<file path="src/rtl/decode_stage.sv">
// decode_stage: registered RV32I/RV64I instruction decode behind a two-entry skid buffer with flush.
// Define DECODE_M_EXT_EN to accept the M-extension (funct7 = 0000001) encodings.
module decode_stage #(
   parameter int XLEN = 32
) (
   input  logic            clk,
   input  logic            rst,
   input  logic            flush,
   input  logic            in_valid,
   output logic            in_ready,
   input  logic [31:0]     in_instr,
   input  logic [XLEN-1:0] in_pc,
   output logic            out_valid,
   input  logic            out_ready,
   output logic [XLEN-1:0] out_pc,
   output logic [4:0]      out_rs1,
   output logic [4:0]      out_rs2,
   output logic [4:0]      out_rd,
   output logic [2:0]      out_funct3,
   output logic [XLEN-1:0] out_imm,
   output logic [3:0]      out_alu_op,
   output logic            out_reg_write,
   output logic            out_mem_write,
   output logic            out_mem_read,
   output logic            out_alu_src,
   output logic            out_mem_to_reg,
   output logic            out_branch,
   output logic            out_jump,
   output logic            out_jalr,
   output logic            out_lui,
   output logic            out_auipc,
   output logic            out_md,
   output logic            out_illegal
);
   localparam logic [6:0] OP_R      = 7'b0110011;
   localparam logic [6:0] OP_IMM    = 7'b0010011;
   localparam logic [6:0] OP_LOAD   = 7'b0000011;
   localparam logic [6:0] OP_STORE  = 7'b0100011;
   localparam logic [6:0] OP_BRANCH = 7'b1100011;
   localparam logic [6:0] OP_JAL    = 7'b1101111;
   localparam logic [6:0] OP_JALR   = 7'b1100111;
   localparam logic [6:0] OP_LUI    = 7'b0110111;
   localparam logic [6:0] OP_AUIPC  = 7'b0010111;
   localparam logic [3:0] ALU_ADD   = 4'b0000;
   localparam logic [3:0] ALU_SUB   = 4'b1000;
   localparam logic [3:0] ALU_SLT   = 4'b0010;
   localparam logic [3:0] ALU_SLTU  = 4'b0011;

`ifdef DECODE_M_EXT_EN
   localparam logic M_EXT = 1'b1;
`else
   localparam logic M_EXT = 1'b0;
`endif

   typedef struct packed {
      logic [XLEN-1:0] pc;
      logic [4:0]      rs1;
      logic [4:0]      rs2;
      logic [4:0]      rd;
      logic [2:0]      funct3;
      logic [XLEN-1:0] imm;
      logic [3:0]      alu_op;
      logic            reg_write;
      logic            mem_write;
      logic            mem_read;
      logic            alu_src;
      logic            mem_to_reg;
      logic            branch;
      logic            jump;
      logic            jalr;
      logic            lui;
      logic            auipc;
      logic            md;
      logic            illegal;
   } entry_t;

   typedef enum logic [1:0] {S_EMPTY = 2'd0, S_ONE = 2'd1, S_TWO = 2'd2} state_t;

   state_t      state_q, state_d;
   entry_t      out_q, out_d, skid_q, skid_d, dec;
   logic        in_ready_q, in_ready_d, out_valid_q, out_valid_d;
   logic        accept, drain, illegal, shift_bad;
   logic [6:0]  opcode, f7;
   logic [2:0]  f3;
   logic [31:0] imm32;

   // Combinational decode of the instruction currently offered by fetch.
   always_comb begin
      opcode     = in_instr[6:0];
      f3         = in_instr[14:12];
      f7         = in_instr[31:25];
      imm32      = 32'd0;
      illegal    = 1'b0;
      dec        = '0;
      dec.pc     = in_pc;
      dec.rs1    = in_instr[19:15];
      dec.rs2    = in_instr[24:20];
      dec.rd     = in_instr[11:7];
      dec.funct3 = f3;
      // RV64 shift amounts are six bits wide, so only instr[31:26] are the qualifier bits.
      if (XLEN == 64) begin
         shift_bad = (in_instr[31:26] != 6'b000000) &&
                     !((f3 == 3'b101) && (in_instr[31:26] == 6'b010000));
      end else begin
         shift_bad = (f7 != 7'b0000000) && !((f3 == 3'b101) && (f7 == 7'b0100000));
      end
      case (opcode)
         OP_R: begin
            dec.reg_write = 1'b1;
            if (f7 == 7'b0000000) begin
               dec.alu_op = {1'b0, f3};
            end else if ((f7 == 7'b0100000) && ((f3 == 3'b000) || (f3 == 3'b101))) begin
               dec.alu_op = {1'b1, f3};
            end else if (M_EXT && (f7 == 7'b0000001)) begin
               dec.md     = 1'b1;
               dec.alu_op = ALU_ADD;
            end else begin
               illegal = 1'b1;
            end
         end
         OP_IMM: begin
            dec.reg_write = 1'b1;
            dec.alu_src   = 1'b1;
            dec.alu_op    = {(f3 == 3'b101) & in_instr[30], f3};
            imm32         = {{20{in_instr[31]}}, in_instr[31:20]};
            illegal       = ((f3 == 3'b001) || (f3 == 3'b101)) && shift_bad;
         end
         OP_LOAD: begin
            dec.reg_write  = 1'b1;
            dec.mem_read   = 1'b1;
            dec.alu_src    = 1'b1;
            dec.mem_to_reg = 1'b1;
            dec.alu_op     = ALU_ADD;
            imm32          = {{20{in_instr[31]}}, in_instr[31:20]};
            illegal        = (f3 == 3'b111) ||
                             ((XLEN == 32) && ((f3 == 3'b011) || (f3 == 3'b110)));
         end
         OP_STORE: begin
            dec.mem_write = 1'b1;
            dec.alu_src   = 1'b1;
            dec.alu_op    = ALU_ADD;
            imm32         = {{20{in_instr[31]}}, in_instr[31:25], in_instr[11:7]};
            illegal       = (XLEN == 64) ? (f3 > 3'b011) : (f3 > 3'b010);
         end
         OP_BRANCH: begin
            dec.branch = 1'b1;
            imm32      = {{20{in_instr[31]}}, in_instr[7], in_instr[30:25], in_instr[11:8], 1'b0};
            illegal    = (f3[2:1] == 2'b01);
            case (f3[2:1])
               2'b10:   dec.alu_op = ALU_SLT;
               2'b11:   dec.alu_op = ALU_SLTU;
               default: dec.alu_op = ALU_SUB;
            endcase
         end
         OP_JAL: begin
            dec.jump      = 1'b1;
            dec.reg_write = 1'b1;
            imm32 = {{12{in_instr[31]}}, in_instr[19:12], in_instr[20], in_instr[30:21], 1'b0};
         end
         OP_JALR: begin
            dec.jalr      = 1'b1;
            dec.reg_write = 1'b1;
            dec.alu_src   = 1'b1;
            dec.alu_op    = ALU_ADD;
            imm32         = {{20{in_instr[31]}}, in_instr[31:20]};
            illegal       = (f3 != 3'b000);
         end
         OP_LUI: begin
            dec.lui       = 1'b1;
            dec.reg_write = 1'b1;
            imm32         = {in_instr[31:12], 12'h000};
         end
         OP_AUIPC: begin
            dec.auipc     = 1'b1;
            dec.reg_write = 1'b1;
            imm32         = {in_instr[31:12], 12'h000};
         end
         default: illegal = 1'b1;
      endcase
      dec.imm = XLEN'($signed(imm32));
      // Illegal entries still flow to carry their PC to the trap logic, but must not act.
      if (illegal) begin
         {dec.reg_write, dec.mem_write, dec.mem_read, dec.alu_src, dec.mem_to_reg,
          dec.branch, dec.jump, dec.jalr, dec.lui, dec.auipc, dec.md} = 11'b0;
      end else if (dec.rd == 5'd0) begin
         dec.reg_write = 1'b0;
      end else begin
         dec.reg_write = dec.reg_write;
      end
      dec.illegal = illegal;
   end

   // Skid-buffer next-state: output register plus one overflow entry, flush wins.
   always_comb begin
      accept  = in_valid & in_ready_q;
      drain   = out_valid_q & out_ready;
      state_d = state_q;
      out_d   = out_q;
      skid_d  = skid_q;
      if (flush) begin
         state_d = S_EMPTY;
      end else begin
         case (state_q)
            S_EMPTY: begin
               if (accept) begin
                  state_d = S_ONE;
                  out_d   = dec;
               end else begin
                  state_d = S_EMPTY;
               end
            end
            S_ONE: begin
               if (accept && drain) begin
                  out_d = dec;
               end else if (accept) begin
                  state_d = S_TWO;
                  skid_d  = dec;
               end else if (drain) begin
                  state_d = S_EMPTY;
               end else begin
                  state_d = S_ONE;
               end
            end
            S_TWO: begin
               if (drain) begin
                  state_d = S_ONE;
                  out_d   = skid_q;
               end else begin
                  state_d = S_TWO;
               end
            end
            default: state_d = S_EMPTY;
         endcase
      end
      out_valid_d = (state_d != S_EMPTY);
      in_ready_d  = (state_d != S_TWO);
   end

   // State and entry registers with synchronous reset.
   always_ff @(posedge clk) begin
      if (rst) begin
         state_q     <= S_EMPTY;
         out_q       <= '0;
         skid_q      <= '0;
         out_valid_q <= 1'b0;
         in_ready_q  <= 1'b1;
      end else begin
         state_q     <= state_d;
         out_q       <= out_d;
         skid_q      <= skid_d;
         out_valid_q <= out_valid_d;
         in_ready_q  <= in_ready_d;
      end
   end

   assign in_ready       = in_ready_q;
   assign out_valid      = out_valid_q;
   assign out_pc         = out_q.pc;
   assign out_rs1        = out_q.rs1;
   assign out_rs2        = out_q.rs2;
   assign out_rd         = out_q.rd;
   assign out_funct3     = out_q.funct3;
   assign out_imm        = out_q.imm;
   assign out_alu_op     = out_q.alu_op;
   assign out_reg_write  = out_q.reg_write;
   assign out_mem_write  = out_q.mem_write;
   assign out_mem_read   = out_q.mem_read;
   assign out_alu_src    = out_q.alu_src;
   assign out_mem_to_reg = out_q.mem_to_reg;
   assign out_branch     = out_q.branch;
   assign out_jump       = out_q.jump;
   assign out_jalr       = out_q.jalr;
   assign out_lui        = out_q.lui;
   assign out_auipc      = out_q.auipc;
   assign out_illegal    = out_q.illegal;
`ifdef DECODE_M_EXT_EN
   assign out_md         = out_q.md;
`else
   assign out_md         = 1'b0;
`endif

endmodule

</file>
<file path="config.mk">
export PLATFORM = sky130hd
export DESIGN_NAME = decode_stage
export DESIGN_NICKNAME = d
export VERILOG_FILES = /design/src/rtl/decode_stage.sv
export SDC_FILE = /design/constraint.sdc
export NUM_CORES = 1
export LEC_CHECK = 0
export ABC_AREA = 1
export BUFFER_PORTS_ARGS = -buffer_cell sky130_fd_sc_hd__buf_2
export CAP_MARGIN = 10
export CORE_MARGIN = 2
export CORE_UTILIZATION = 30
export CTS_BUF_LIST = sky130_fd_sc_hd__clkbuf_2 sky130_fd_sc_hd__clkbuf_4 sky130_fd_sc_hd__clkbuf_8
export DETAILED_ROUTE_END_ITERATION = 8
export PLACE_DENSITY_LB_ADDON = 0.12
export RECOVER_POWER = 100
export REMOVE_ABC_BUFFERS = 1
export SYNTH_ARGS = -nofsm -noshare
export SYNTH_HDL_FRONTEND = slang
export SYNTH_SLANG_ARGS = --single-unit
</file>
<file path="constraint.sdc">
create_clock -name clk -period 3.7 [get_ports clk]
set_input_delay 0.185 -clock clk [delete_from_list [all_inputs] [get_ports clk]]
set_output_delay 0.185 -clock clk [all_outputs]
set_load 0.005 [all_outputs]
</file>
# == Word level (Yosys, flattened, before mapping) ==
# Cells that the tools add are included.
# classes
reduce_logical,25
muxes,31
n_lt_le_gt_ge,1
eq_ne,24
bitwise_logic,5
# op_table
op,count
$mux 98,3
$pmux 98 s3,1
$pmux 32 s5,1
$eq 7x6->1 const B,4
$eq 7x7->1 const B,3
$mux 1,15
$eq 7x5->1 const B,2
$pmux 4 s3,1
$mux 10,1
$eq 3x3->1 const B,3
$mux 2,4
$mux 4,2
$ne 2x2->1 const B,4
$pmux 4 s2,1
$eq 7x2->1 const B,1
$logic_not 7->1,1
$pmux 1 s7,1
$reduce_bool 7->1,1
$reduce_or 7->1,1
$eq 2x2->1 const B,3
$pmux 2 s3,1
$reduce_bool 3->1,2
$reduce_or 3->1,2
$logic_and 1x1->1,5
16 further kinds,23
# word_totals
regBits,199
inputBits,69
wordCells,126
out_inout_bits,100

# == Longest topological paths before layout ==
# logic_depth
depth_word,9
ltp_mapped,12
ltp_nobuf,11

# == Least setup slack after synthesis ==
# OpenSTA, ideal clock, no wires.
# synth_path
kind,register to register
from,register in_ready_q (netlist: in_ready)
to,"register out_q, in the netlist out_funct3[1]"
setup_ns,0.136
required_time_ns,3.564
stages_incl_launch_ff,10
synth_period_minus_slack_ns,1.419
n_path_buf,2
arrival_time_ns,1.282
setup_slack_ns,2.281
path_cell_list,dfxtp_1 nand2_1 inv_1 nor2_1 inv_1 nand3_1 inv_1 clkbuf_1 clkbuf_1 a31oi_1
# synth_between
elab_chain_len,4
word_cells_on_any_way,5
cone_classes,eq/ne: 2; bitwise: 1; reduce/logical: 2
# synth_lines
element,line_no,rtl
"start, declared",81,"logic in_ready_q, in_ready_d, out_valid_q, out_valid_d;"
"start signal, assigned",252,in_ready_q <= in_ready_d;
$and 1x1->1 *,195,accept = in_valid & in_ready_q;
$logic_and 1x1->1,213,if (accept && drain) begin
$ne 2x2->1 (no line),--,
$reduce_and 5->1 (no line) *,--,
"end signal, assigned",249,out_q <= out_d;
"end, declared",80,"entry_t out_q, out_d, skid_q, skid_d, dec;"
# Mark *: on every way between the ends. The rest lies on a longest branch, timed or not.
# A chain may end at the register's enable or synchronous reset.

# == Final worst setup path ==
# layout_path
from,register state_q[1]
to,"register out_q, in the netlist out_branch"
# layout_between
elab_chain_len,3
word_cells_on_any_way,9
cone_classes,eq/ne: 5; mux: 1; reduce/logical: 3
# layout_lines
element,line_no,rtl
"start, declared",79,"state_t state_q, state_d;"
"start signal, assigned",248,state_q <= state_d;
"$eq 2x1->1, or another cell as far along",203,case (state_q)
$ne 2x2->1 (no line) / $reduce_bool 3->1 (equally long branches),--,
$reduce_and 5->1 (no line),--,
# Parallel ways exist; a longest one is shown, timed or not.

==> metrics.cfg <==
[sta]
final-max-slew-violation-count = 23
timing.final.crit_period_ps = 2820
setup_viol_count_final = 0
grt_setup_unrepaired = no
endpoints_failing_hold = 0
fmax_mhz = 354
timing_worst_slew_pin_value_ps = 1770
slew_hr_pct = -18.3
layout_worst_path_cycle_share_pct = 76.3
fin_skew_ps = 14.1

[setup_path]
critical_path.reg2reg.startpoint = state_q[1]
critical_path.max_stage_delay_ps = 1300
setup.worst_path.start_class = register
worstReg2RegEnd = out_branch
criticalPathCategory = reg2reg
r2r.worst_path.cells = 6
critPathBufInv = 3
crit_path_end_kind = register
critPathRequiredTime_ps = 4070
worstPathMaxFanout = 59
critical_path.top_delay_family = simple AND/OR/NAND/NOR gates
worst_path_max_delay_cell = sky130_fd_sc_hd__nor2_1
worst_ep_arrival_time_ps = 3200
cells_along_the_critical_path = inv_1 -> nor2_1 -> clkinv_2 -> buf_4 -> nand4_1 -> a21oi_1
r2r_setup_slack_ps = 880

[clock_network]
cts_inserted_buffers = 17
ctsHtreeMaxLevel = 4
cts_buffer_depth = 2
cts.reportedPaths.clkPinSlew_ps = 110
clock_insertion_delay_worst_skew_ps = 480
cts_tree = yes
cts.repair_timing.setup_buffer_count = 0
cts_root_buffer = sky130_fd_sc_hd__clkbuf_8
cts.sinks = 196

[layout]
multi_input_gate_area_in_the_final_layout_sq_mm = 0.00376
area.growth.synth_to_final_pct = 22.3
final_design_area_no_fill_sq_mm = 0.0103
filler_cell_count = 3061
drive_gt1_share_pct = 14.0
layoutNonFillerInstCount = 1730
design.final.nets = 1407
seqCellArea_sq_mm = 0.00392

[min_path]
worstHoldPathType = in2reg
worst_hold_path.endpoint = out_rs2[0]
hold-path-cell-count = 3
hp-start = in_instr[20]

[logic_synthesis]
synth_area_per_cell_sq_um = 7.18
synth-warning-count = 0
synth_compound_gate_area_share_pct = 26.6
register_area_share_after_synthesis_pct = 46.4
ys_ff_latch = 196
yosys.area.top_type_share_pct = 46.4
synthXorXnorAreaFrac_pct = 0
synth_cell_types = 33
synthMuxAreaShare_pct = 0
synth_edf_count = 0
synth_simple_gate_area_share_pct = 17.7
post-synth-top-area-cell = sky130_fd_sc_hd__dfxtp_1
combinational_family_with_the_most_area_after_synthesis = compound AO/OA/AOI/OAI gates
syn-cell-area_sq_mm = 0.00846
ys_top_cells_by_area = sky130_fd_sc_hd__dfxtp_1, sky130_fd_sc_hd__o21ai_0, sky130_fd_sc_hd__nand2_1, sky130_fd_sc_hd__a21oi_1, sky130_fd_sc_hd__nor2_1
post_synth_fa_ha_maj_area_fraction_pct = 0
ys_dominant_reg_cell = sky130_fd_sc_hd__dfxtp_1
synthCells = 1178
synth-async-reset-ratio_pct = 0

[place]
placed_cells_incl_taps = 1651
detailedPlacementHpwl_microns = 16100
routabilityCongestion = 0.814
placement.io_buffers = 167
placement.cell_area_sq_mm = 0.00956

[grt]
grt_max_degree = 80
globalRouteTotalUtil_pct = 17.9
grt_first_pass_wirelength_microns = 41600
grt.overflow.total = 0
grt_pass1_vias = 7671
antenna_found_initial = 1

[power_and_ir_drop]
p_leak_nw = 4.46
vdd.ir_drop.worst_mv = 0.177
finalPower_mw = 4.24
power-per-cell-area_mw_per_mm2 = 410

[floorplan]
row_count = 61
die-width_microns = 172
io-pin-count = 169
floorplan.initialDensity_pct = 30.4
die_area_sq_mm = 0.0296
core_sq_mm = 0.0278
die_y_microns = 172

[route]
initialDrtViolationCount = 496
routed_via_density = 4.76
num_vias = 8227
detail-route-antenna-nets = 0
drt_first_pass_iters = 6
drt-total-wl_microns = 26300
route.detailed.drc = 0
wirelength_per_cell_microns = 15.2

[run]
drv.max_cap_violation_count = 1

[outcome]
failed_checks = max-capacitance violations, max-slew violations
result_of_the_run = finished, violations left

## layout make-up
cell class,count,share of cell area (%)
inverters,112,4.12
clock inverters,14,1.63
repair buffers,229,13.0
well taps,378,4.57
multi-input cells,782,36.3
flip-flops and latches,196,37.9
clock buffers,18,2.40
diodes,1,0.0242
## Yosys cell counts, types with 3 or more instances
master and number:
sky130_fd_sc_hd__a21oi_1 145, sky130_fd_sc_hd__a31oi_1 51, sky130_fd_sc_hd__buf_1 8, sky130_fd_sc_hd__buf_2 7, sky130_fd_sc_hd__buf_4 3, sky130_fd_sc_hd__clkbuf_1 68, sky130_fd_sc_hd__dfxtp_1 196, sky130_fd_sc_hd__inv_1 105
sky130_fd_sc_hd__inv_2 5, sky130_fd_sc_hd__nand2_1 195, sky130_fd_sc_hd__nand2_2 6, sky130_fd_sc_hd__nand3_1 23, sky130_fd_sc_hd__nand4_1 4, sky130_fd_sc_hd__nor2_1 118, sky130_fd_sc_hd__nor2_2 9, sky130_fd_sc_hd__o211ai_1 3
sky130_fd_sc_hd__o211ai_2 10, sky130_fd_sc_hd__o21ai_0 201
## metal layers
layer  vias to the layer above  GRT usage [%]  wire (microns)  part of all wire (%)
li1                       4222              -               -                     -
met1                      3806           24.1           12900                    49
met2                       176           29.8           12000                    46
met3                        23           2.45            1010                   3.8
met4                         0           5.08             386                   1.5
met5                         -              0               0                     0
## worst max path at each step
stage / start / endpoint / slack, ps / cells after the start
floorplan: state_q[1] / skid_q[5] / -830 / 7
global placement: state_q[1] / skid_q[15] / 1340 / 10
detailed placement: out_valid / skid_q[45] / 1310 / 10
CTS: out_valid / skid_q[45] / 1270 / 10
global route: state_q[1] / out_branch / 610 / 6
finish: state_q[1] / out_branch / 880 / 6
## sequential cells by signal (all words and copies together) (netlist names), 2 cells and up
name,cells
out_pc,32
out_rs1,5
out_alu_op,4
out_funct3,3
out_rs2,5
state_q,2
out_imm,32
skid_q,96
out_rd,5
## what timing repair did
item	CTS	global route
hold buffers	46	0
gates resized for setup	0	0
setup endpoints to repair	0	0
endpoints found under the hold margin	74	0
## tightest hold or removal path, delay by kind of cell
family                 cells  cell delay [ps]
AOI/OAI and AO/OA          1               70
buffers and inverters      1              140
and+or+nand+nor            1               70
## logic make-up (layout without fill, tap and decap cells)
kind of cell | Yosys count | count (layout)
AND/OR/NAND/NOR | 364 | 364
buffers and inverters | 200 | 373
AO/OA/AOI/OAI | 417 | 417
other | 1 | 2
flip-flops | 196 | 196
## placed cells by master, fill, tap and decap left out, types with 13 or more instances in the layout
cell type                         n
sky130_fd_sc_hd__dlygate4sd3_1   46
sky130_fd_sc_hd__buf_4           13
sky130_fd_sc_hd__nand2_1        194
sky130_fd_sc_hd__buf_2          101
sky130_fd_sc_hd__clkbuf_8        18
sky130_fd_sc_hd__a31oi_1         51
sky130_fd_sc_hd__o21ai_0        203
sky130_fd_sc_hd__a21oi_1        145
sky130_fd_sc_hd__nor2_1         119
sky130_fd_sc_hd__dfxtp_1        196
sky130_fd_sc_hd__nand3_1         22
sky130_fd_sc_hd__inv_1          105
sky130_fd_sc_hd__clkbuf_1        65
## through the flow
stage / hold WS, ps / util, % / setup WS, ps / TNS, ps
after floorplan: 257 / - / -828 / -56700
after global placement: 431 / 34.4 / 1340 / 0
after detailed placement: 435 / 34.4 / 1310 / 0
after CTS: 6.64 / 37.6 / 1270 / 0
after global routing: 38.9 / 37.2 / 609 / 0
final: 33.7 / 37.2 / 878 / 0
## report_power, final
part / switching, mW / internal [mW] / total, mW
registers: 0.0509 / 2.21 / 2.26
logic: 0.298 / 0.194 / 0.493
clock network: 0.845 / 0.638 / 1.48
Power figures use the tool's default switching activity.
